[config.mk]
export PLATFORM = sky130hd
export DESIGN_NAME = fifo_drain_packer
export DESIGN_NICKNAME = d
export VERILOG_FILES = /design/src/rtl/fifo_drain_packer.sv
export SDC_FILE = /design/constraint.sdc
export NUM_CORES = 1
export LEC_CHECK = 0
export CAP_MARGIN = 20
export CORE_ASPECT_RATIO = 0.8
export CORE_MARGIN = 4
export CORE_UTILIZATION = 46
export DETAILED_ROUTE_END_ITERATION = 16
export PLACE_DENSITY_LB_ADDON = 0.15
export SYNTH_ARGS = -nofsm -noshare
export SYNTH_HDL_FRONTEND = slang
export SYNTH_SLANG_ARGS = --single-unit
export TNS_END_PERCENT = 20
[constraint.sdc]
create_clock -name clk -period 1.7 [get_ports clk]
set_input_delay 0.51 -clock clk [delete_from_list [all_inputs] [get_ports clk]]
set_output_delay 0.51 -clock clk [all_outputs]
set_load 0.005 [all_outputs]
[src/rtl/fifo_drain_packer.sv]
// rtl/fifo_drain_packer.sv - byte FIFO read-side controller packing entries into words
// Pops one entry per IDLE/RD/CAP pass, packs LSB lane first, hands words out over valid/ready.
module fifo_drain_packer #(
  parameter int DATA_W = 8,
  parameter int BYTES  = 4
) (
  input  logic                    clk,
  input  logic                    rst,
  input  logic                    fifo_empty,
  input  logic [DATA_W-1:0]       fifo_data,
  output logic                    enable_rd,
  input  logic                    flush,
  output logic [DATA_W*BYTES-1:0] word_out,
  output logic [$clog2(BYTES):0]  word_bytes,
  output logic                    word_valid,
  input  logic                    word_ready
);

  localparam int               CNT_W = $clog2(BYTES) + 1;
  localparam logic [CNT_W-1:0] FULL  = CNT_W'(BYTES);

  typedef enum logic [1:0] {
    IDLE = 2'd0,
    RD   = 2'd1,
    CAP  = 2'd2,
    OUT  = 2'd3
  } state_t;

  state_t           state;
  state_t           next_state;
  logic [CNT_W-1:0] cnt;
  logic             accept;
  logic             capture;

  // A pending flush outranks a new pop so a partial word never waits behind fresh data.
  always_comb begin
    next_state = state;
    accept     = 1'b0;
    capture    = 1'b0;
    case (state)
      IDLE: begin
        if (cnt == FULL) begin
          next_state = OUT;
        end else if (flush && (cnt != '0)) begin
          next_state = OUT;
        end else if (!fifo_empty) begin
          next_state = RD;
        end
      end
      RD: begin
        next_state = CAP;
      end
      CAP: begin
        capture    = 1'b1;
        next_state = IDLE;
      end
      OUT: begin
        if (word_ready) begin
          accept     = 1'b1;
          next_state = IDLE;
        end
      end
      default: begin
        next_state = IDLE;
      end
    endcase
  end

  // Outputs are registered from next_state so they line up exactly with the state they describe.
  always_ff @(posedge clk) begin
    if (rst) begin
      state      <= IDLE;
      cnt        <= '0;
      enable_rd  <= 1'b0;
      word_out   <= '0;
      word_bytes <= '0;
      word_valid <= 1'b0;
    end else begin
      state      <= next_state;
      enable_rd  <= (next_state == RD);
      word_valid <= (next_state == OUT);

      if (capture) begin
        for (int k = 0; k < BYTES; k++) begin
          if (cnt == CNT_W'(k)) begin
            word_out[k*DATA_W +: DATA_W] <= fifo_data;
          end
        end
        cnt <= cnt + CNT_W'(1);
      end

      if (accept) begin
        word_out   <= '0;
        word_bytes <= '0;
        cnt        <= '0;
      end else if (next_state == OUT) begin
        word_bytes <= cnt;
      end
    end
  end

endmodule

# Word-level counts from Yosys, hierarchy flattened
# Cells that the tools add are included.
[classes] n_addsub=1 eq_ne=9 muxes=8 n_reduce_logical=9
[ops] operator="$mux W2" n=4
[ops] operator="$pmux W2 S4" n=1
[ops] operator="$reduce_and A2 Y1" n=4
[ops] operator="$eq A2 B2 Y1 const B" n=3
[ops] operator="$eq A3 B2 Y1 const B" n=2
[ops] operator="$eq A2 B1 Y1 const B" n=2
[ops] operator="$add A3 B1 Y3 const B" n=1
[ops] operator="$eq A3 B1 Y1 const B" n=1
[ops] operator="$eq A3 B3 Y1 const B" n=1
[ops] operator="$logic_not A3 Y1" n=1
[ops] operator="$mux W1" n=3
[ops] operator="$reduce_bool A3 Y1" n=1
[ops] operator="$logic_not A2 Y1" n=1
[ops] operator="$reduce_or A2 Y1" n=1
[ops] operator="$logic_and A1 B1 Y1" n=1
[totals] reg_bits=42 inputBits=13 elab_cells=36

# Longest topological paths before layout
# Gate-level depths: netlist of the first run.
[logic_depth] ltp_word=6 depth_mapped=6

# Worst setup path after synthesis of the first run
# OpenSTA, ideal clock, no wires.
[synth_path] path_type="flip-flop to flip-flop" startpoint="register cnt[0]" endpoint="register word_bytes[0]" setup_time_ps=72 t_arrival_ps=1352 t_required_ps=1628 setup_slack_ps=276 path_stages_with_launch=6 period_less_slack_ps=1424 path_cell_list="dfxtp_1 > inv_1 > ha_1 > mux2_2 > a21boi_4 > mux2i_1"
[synth_via] elab_chain_len=6
[synth_lines] item="from (decl)" line="31" text="logic [CNT_W-1:0] cnt;"
[synth_lines] item="from (signal assigned)" line="89" text="cnt <= cnt + CNT_W'(1);"
[synth_lines] item="$reduce_bool A3 Y1" line="44" text="end else if (flush && (cnt != '0)) begin"
[synth_lines] item="$logic_and A1 B1 Y1" line="44"
[synth_lines] item="$mux W2" line="44"
[synth_lines] item="$mux W2" line="42" text="if (cnt == FULL) begin"
[synth_lines] item="$pmux W2 S4" line="40" text="case (state)"
[synth_lines] item="$eq A2 B2 Y1" line="96" text="end else if (next_state == OUT) begin"
[synth_lines] item="to (signal assigned)" line="97" text="word_bytes <= cnt;"
[synth_lines] item="to (decl)" line="14" text="output logic [$clog2(BYTES):0] word_bytes,"
# Several ways; a longest one is shown, not always the timed one.
# A chain may end at the register's enable or synchronous reset.

# Final worst setup path of the first run
[layout_path] startpoint="register word_out[18]" endpoint="output port word_out[18]"
[layout_rtl] item="from (decl)" line="13" text="output logic [DATA_W*BYTES-1:0] word_out,"
[layout_rtl] item="from (signal, indexed assignment)" line="86" text="word_out[k*DATA_W +: DATA_W] <= fifo_data;"
# No word-level cell between the ends.

==> results of run 1 <==
-- state kept, by name, indices dropped and copies added, names as in the netlist --
signal / flops
cnt: 3
enable_rd: 1
state: 2
word_bytes: 3
word_out: 32
word_valid: 1
-- layout make-up --
| class | count | area, sq um |
|---|---|---|
| Sequential cell | 42 | 842 |
| Timing Repair Buffer | 56 | 551 |
| Multi-Input combinational cell | 110 | 744 |
| Fill cell | 292 | 1210 |
| Tap cell | 42 | 52.6 |
| Clock buffer | 7 | 76.3 |
| Inverter | 4 | 15.0 |
-- metal layers --
layer / vias to the layer above / share of wire (%) / track usage [%]
met2: 33 / 46 / 26.4
met5: - / 0 / 0
li1: 658 / - / -
met4: 0 / 0.48 / 4.44
met1: 594 / 47 / 19.8
met3: 2 / 6.1 / 5.62
-- synth_stat cells --
cell type  instances
dfxtp_1           42
nor2_1            29
mux2i_1           28
nand2_1           14
a21oi_1           10
nand3_1            8
buf_6              7
ha_1               5
inv_1              4
and4bb_1           2
buf_4              2
nand3b_1           2
a211oi_1           1
a21boi_4           1
a31o_2             1
a31oi_1            1
and4bb_2           1
buf_2              1
clkbuf_1           1
mux2_2             1
nand2b_1           1
nor2b_2            1
nor4b_1            1
o21ai_0            1
o21bai_1           1
xnor2_1            1
-- worst paths after layout --
| kind | slack, ps | cells after the start | start | to |
|---|---|---|---|---|
| setup / recovery | 60 | 1 | word_out[18] | word_out[18] |
| hold / removal | 460 | 2 | word_out[26] | word_out[26] |
| setup reg to reg | 120 | 5 | cnt[1] | word_bytes[1] |
| hold reg to reg | 460 | 2 | word_out[26] | word_out[26] |
-- layout by cell type (no fill, tap or decap), types with 2 or more instances in the layout --
| cell | n |
|---|---|
| dfxtp_1 | 41 |
| mux2i_1 | 28 |
| nand2_1 | 14 |
| nand3_1 | 8 |
| buf_4 | 7 |
| dlymetal6s2s_1 | 3 |
| nand3b_1 | 2 |
| and4bb_2 | 2 |
| ha_1 | 5 |
| clkbuf_1 | 2 |
| clkdlybuf4s50_1 | 46 |
| a21oi_1 | 10 |
| inv_1 | 4 |
| clkbuf_8 | 5 |
| nor2_1 | 29 |
-- stage by stage --
step / hold slack (ps) / utilization (%) / TNS (ps)
after global routing: 470 / 65.3 / 0
after detailed placement: 448 / 62.8 / -246
after floorplan: 450 / - / 0
after global placement: 443 / 62.8 / 0
final: 457 / 65.3 / 0
after CTS: 458 / 65.0 / 0
-- power by group --
part | switching, W | leakage (nW) | internal (W)
Clock | 0.000294 | 0.0383 | 0.000283
Sequential | 0.0000786 | 0.340 | 0.00106
Combinational | 0.000246 | 0.496 | 0.000278
Total | 0.000619 | 0.874 | 0.00162
-- kinds of logic after synthesis --
logic type	after synthesis	share of synthesized area (%)
buffers and inverters	15	6.91
XOR/XNOR	1	0.514
adder cells (fa/ha/maj)	5	3.67
flip-flops	42	49.4
multiplexers	29	17.1
AO/OA/AOI/OAI	16	6.10
AND/OR/NAND/NOR	59	16.3
-- what timing repair did --
item                       4_1_cts  5_1_grt
setup endpoints to repair        0       11
buffers inserted                 0        0
gates resized for setup          0        5
==> flow_summary_export.csv, run 1 <==
group,metric,value,unit
outcome,status,"finished, final reports clean",
global_routing,grt_pass1_vias,1347,
detailed_routing,vias,1287,
sta,setup_viol,0,
sta,period_needed,1640,ps
placed_design,dp_cells,254,
critical_path,arrival,1130,ps
logic_synthesis,syn-cell-area,0.00170,sq mm
clock_network,cts_tree,"done",
sta,rsz0062_at_grt,"no",
detailed_routing,drc,0,
critical_path,slowest_stage,"clkdlybuf4s50_1",
cells_and_area,postLayoutCellArea,0.00228,sq mm
min_path,hp-class,"register to register",
detailed_routing,drtIter0Drc,61,
sta,fmax,609,MHz
detailed_routing,drt_wl_total,3780,um
cells_and_area,nets,237,
critical_path,worstPathMaxFanout,2,
global_routing,gr-total-overflow,0,
logic_synthesis,synth_area_per_cell,10.2,sq um
logic_synthesis,netlist_instances,167,
floorplanning,die_h,62.4,um
cells_and_area,area_growth,33.9,%
critical_path,end_kind,"output pin",
floorplanning,initial_utilization,48.7,%
clock_network,clock-sinks,42,
power,ir_worst_vdd,0.632,mV
critical_path,required,1190,ps
floorplanning,num_io_pins,50,
clock_network,root_buffer,"clkbuf_8",
sta,worstMarginPinSlew,521,ps
sta,worst_slack,56.6,ps
detailed_routing,dr.pass1.iters,4,
power,power_density,984,mW/mm^2
detailed_routing,via_per_inst,4.93,
floorplanning,rows,19,
cells_and_area,drive_above_1_share,8.68,%
power,power,0.00224,W
sta,finalCritPeriodShare,96.7,%
placed_design,dp_hpwl,2880,um
logic_synthesis,syn_nets,185,
placed_design,dpl_worst_slack,-110,ps
critical_path,path_class,"register to output pin",
clock_network,path_clk_slew,70,ps
clock_network,cts_inserted_buffers,5,
detailed_routing,ant_nets,0,
global_routing,antenna_found_initial,0,
floorplanning,die_w,76.0,um
global_routing,grt_pass1_wl,6220,um
floorplanning,dieArea,0.00475,sq mm
clock_network,insertion_delay,280,ps
floorplanning,core_area,0.00349,sq mm
clock_network,htree_levels,2,
flow_run,maxCapViolCount,0,
logic_synthesis,ys_ff_latch,42,
logic_synthesis,yosys-top-cells-area,"dfxtp_1 49%, mux2i_1 16%, nor2_1 6.4%",
logic_synthesis,yosys_warnings,0,
critical_path,cp-start-kind,"register",
placed_design,port_buffers,49,
logic_synthesis,yosys.cell_types.count,26,
critical_path,cp_slowest_stage_delay,510,ps
sta,slew_viol_final,0,
sta,slew-limit-headroom,65.1,%
clock_network,cts_buffer_depth,2,
placed_design,gp_congestion,0.781,
critical_path,crit_chain,"clkdlybuf4s50_1",
power,p_leak,0.874,nW
critical_path,cp_num_buf_inv,1,
logic_synthesis,yosysSeqAreaShare,49.4,%
global_routing,grt_use_total,16.0,%
critical_path,cp_top_family,"buffers and inverters",
logic_synthesis,synth_top_area_share,49.4,%
placed_design,place_area,0.00220,sq mm
sta,hold_viol_final,0,
logic_synthesis,synth_top_area_cell,"dfxtp_1",
cells_and_area,final_cells,261,
cells_and_area,n_antenna_cell,0,
global_routing,grt_start_max_net_pins,15,
detailed_routing,avgRoutedWirePerCell,14.5,um
sta,fin_skew,5.31,ps
clock_network,hold_buffers,0,
No activity file was read; power rests on OpenSTA's default activity.
==> inputs of run 2 (changes only) <==
--- a/config.mk
+++ b/config.mk
@@ -7,11 +7,11 @@
 export LEC_CHECK = 0
 export CAP_MARGIN = 20
 export CORE_ASPECT_RATIO = 0.8
-export CORE_MARGIN = 4
+export CORE_MARGIN = 2
 export CORE_UTILIZATION = 46
+export CTS_CLUSTER_SIZE = 24
 export DETAILED_ROUTE_END_ITERATION = 16
 export PLACE_DENSITY_LB_ADDON = 0.15
 export SYNTH_ARGS = -nofsm -noshare
 export SYNTH_HDL_FRONTEND = slang
 export SYNTH_SLANG_ARGS = --single-unit
-export TNS_END_PERCENT = 20
==> flow_summary_export.csv, run 2 (synthesis gave the netlist of run 1 again) <==
group,metric,value,unit
cells_and_area,area_growth,35.3,%
critical_path,regToRegEndpoint,"word_bytes[1]",
global_routing,gr-total-overflow,0,
clock_network,cts_buffer_depth,2,
min_path,hp-class,"register to register",
clock_network,cts_tree,"done",
clock_network,cts_inserted_buffers,5,
critical_path,required,1190,ps
cells_and_area,final_common_cell,"clkdlybuf4s50_1",
floorplanning,initial_utilization,48.7,%
critical_path,crit_end,"word_out[27]",
floorplanning,num_io_pins,50,
cells_and_area,drive_above_1_share,9.95,%
power,ir_worst_vdd,0.787,mV
cells_and_area,nets,238,
cells_and_area,postLayoutCellArea,0.00230,sq mm
critical_path,cp-start-kind,"register",
clock_network,htree_levels,2,
critical_path,cp_num_buf_inv,1,
placed_design,gp_congestion,0.778,
power,power,0.00233,W
floorplanning,rows,19,
critical_path,cp_top_family,"buffers and inverters",
placed_design,dp_hpwl,2690,um
clock_network,clock-sinks,42,
detailed_routing,ant_nets,0,
flow_run,maxCapViolCount,0,
critical_path,path_class,"register to output pin",
critical_path,crit_cells,1,
detailed_routing,vias,1325,
power,p_switching,0.000642,W
sta,period_needed,1660,ps
clock_network,root_buffer,"clkbuf_8",
critical_path,worstPathMaxFanout,2,
critical_path,crit_chain,"clkdlybuf4s50_1",
cells_and_area,final_cell_mix,"46 x clkdlybuf4s50_1, 40 x dfxtp_1, 29 x nor2_1",
critical_path,cp_slowest_stage_delay,500,ps
placed_design,port_buffers,49,
critical_path,slowest_stage,"clkdlybuf4s50_1",
cells_and_area,largest_reg_flops,32,
power,swShare,27.6,%
clock_network,insertion_delay,290,ps
power,p_int,0.00168,W
critical_path,cp-startpoint,"word_out[27]",
clock_network,hold_buffers,0,
power,power_density,1010,mW/mm^2
clock_network,post-cts-setup-buffer-count,0,
floorplanning,dieArea,0.00421,sq mm
sta,slew_viol_final,0,
sta,fmax,602,MHz
global_routing,antenna_found_initial,0,
clock_network,path_clk_slew,80,ps
sta,finalCritPeriodShare,97.6,%
sta,rsz0062_at_grt,"no",
detailed_routing,drtIter0Drc,45,
power,share_seq_of_total_power,48.8,%
outcome,status,"finished, final reports clean",
critical_path,rrSetupSlack,140,ps
sta,setup_viol,0,
power,comb_power_share,23.4,%
global_routing,grt_use_total,18.4,%
detailed_routing,dr.pass1.iters,4,
cells_and_area,reg_top3,"word_out: 32 flops, cnt: 3 flops, word_bytes: 3 flops",
floorplanning,die_w,72.0,um
sta,worstMarginPinSlew,513,ps
critical_path,end_kind,"output pin",
sta,slew-limit-headroom,65.8,%
global_routing,grt_pass1_wl,5840,um
detailed_routing,drc,0,
sta,hold_viol_final,0,
global_routing,grt_start_max_net_pins,15,
power,p_clk_share,27.8,%
global_routing,grt_pass1_vias,1218,
cells_and_area,fillers,287,
min_path,hp-start,"word_out[24]",
power,p_leak,0.892,nW
cells_and_area,n_antenna_cell,0,
critical_path,worstReg2RegStart,"cnt[0]",
detailed_routing,drt_wl_total,3650,um
floorplanning,core_area,0.00349,sq mm
sta,fin_skew,3.99,ps
placed_design,place_area,0.00220,sq mm
detailed_routing,avgRoutedWirePerCell,13.9,um
cells_and_area,regMostFlops,"word_out",
detailed_routing,via_per_inst,5.04,
critical_path,r2r_cells,5,
floorplanning,die_h,58.4,um
critical_path,arrival,1150,ps
-- run 2: cell count changes in the layout (fill, tap and decap cells not counted) --
cell      delta
clkinv_2     +1
dfxtp_2      +1
and4bb_1     +1
clkbuf_8     +1
buf_4        +1
and4bb_2     -1
clkbuf_1     -1
dfxtp_1      -1
-- run 2: how the worst min path moves through the flow --
stage,end,cells past startpoint,slack [ps]
floorplan,word_out[24],2,450
CTS,word_out[28],2,470
global placement,word_out[28],2,440
finish,word_out[24],2,470
detailed placement,word_out[28],2,460
global route,word_out[26],2,480
-- run 2: power by group through the flow --
stage | sequential (W) | clock (W) | combinational, W
5_1_grt | 0.00115 | 0.000713 | 0.000598
3_5_place_dp | 0.00115 | 0 | 0.000541
3_3_place_gp | 0.00115 | 0 | 0.000527
2_1_floorplan | 0.00113 | 0 | 0.000386
6_report | 0.00113 | 0.000646 | 0.000544
4_1_cts | 0.00113 | 0.000663 | 0.000546
-- run 2: stage by stage --
step	TNS (ps)	hold WS (ps)	util (%)	setup WS, ps	instances
floorplan	0	450	-	276	167
global placement	0	445	63.1	11.9	255
detailed placement	-243	457	63.1	-108	255
CTS	0	467	65.7	24.4	263
global route	0	484	66.0	0.401	263
finish	0	465	66.0	40.0	263
-- run 2: timing repair --
action	CTS	global route
hold endpoints to repair	0	0
gates resized for setup	0	5
endpoints found under the setup margin	0	6
-- run 2: per-layer routing --
metal | vias to the layer above | GRT usage, % | share of wire, %
met5 | - | 0 | 0
met4 | 0 | 4.85 | 0.69
li1 | 666 | - | -
met1 | 622 | 24.1 | 50
met2 | 32 | 28.6 | 44
met3 | 5 | 7.19 | 5.7
-- run 2: area by class of cell --
class                      instances  area [sq um]  area share [%]
tap                               42          52.6            2.28
inverter                           4          15.0           0.651
clock buffer                       7          86.3            3.75
multi-input combinational        110           744            32.3
clock inverter                     1          5.00           0.217
timing repair buffer              57           558            24.2
sequential                        42           843            36.6
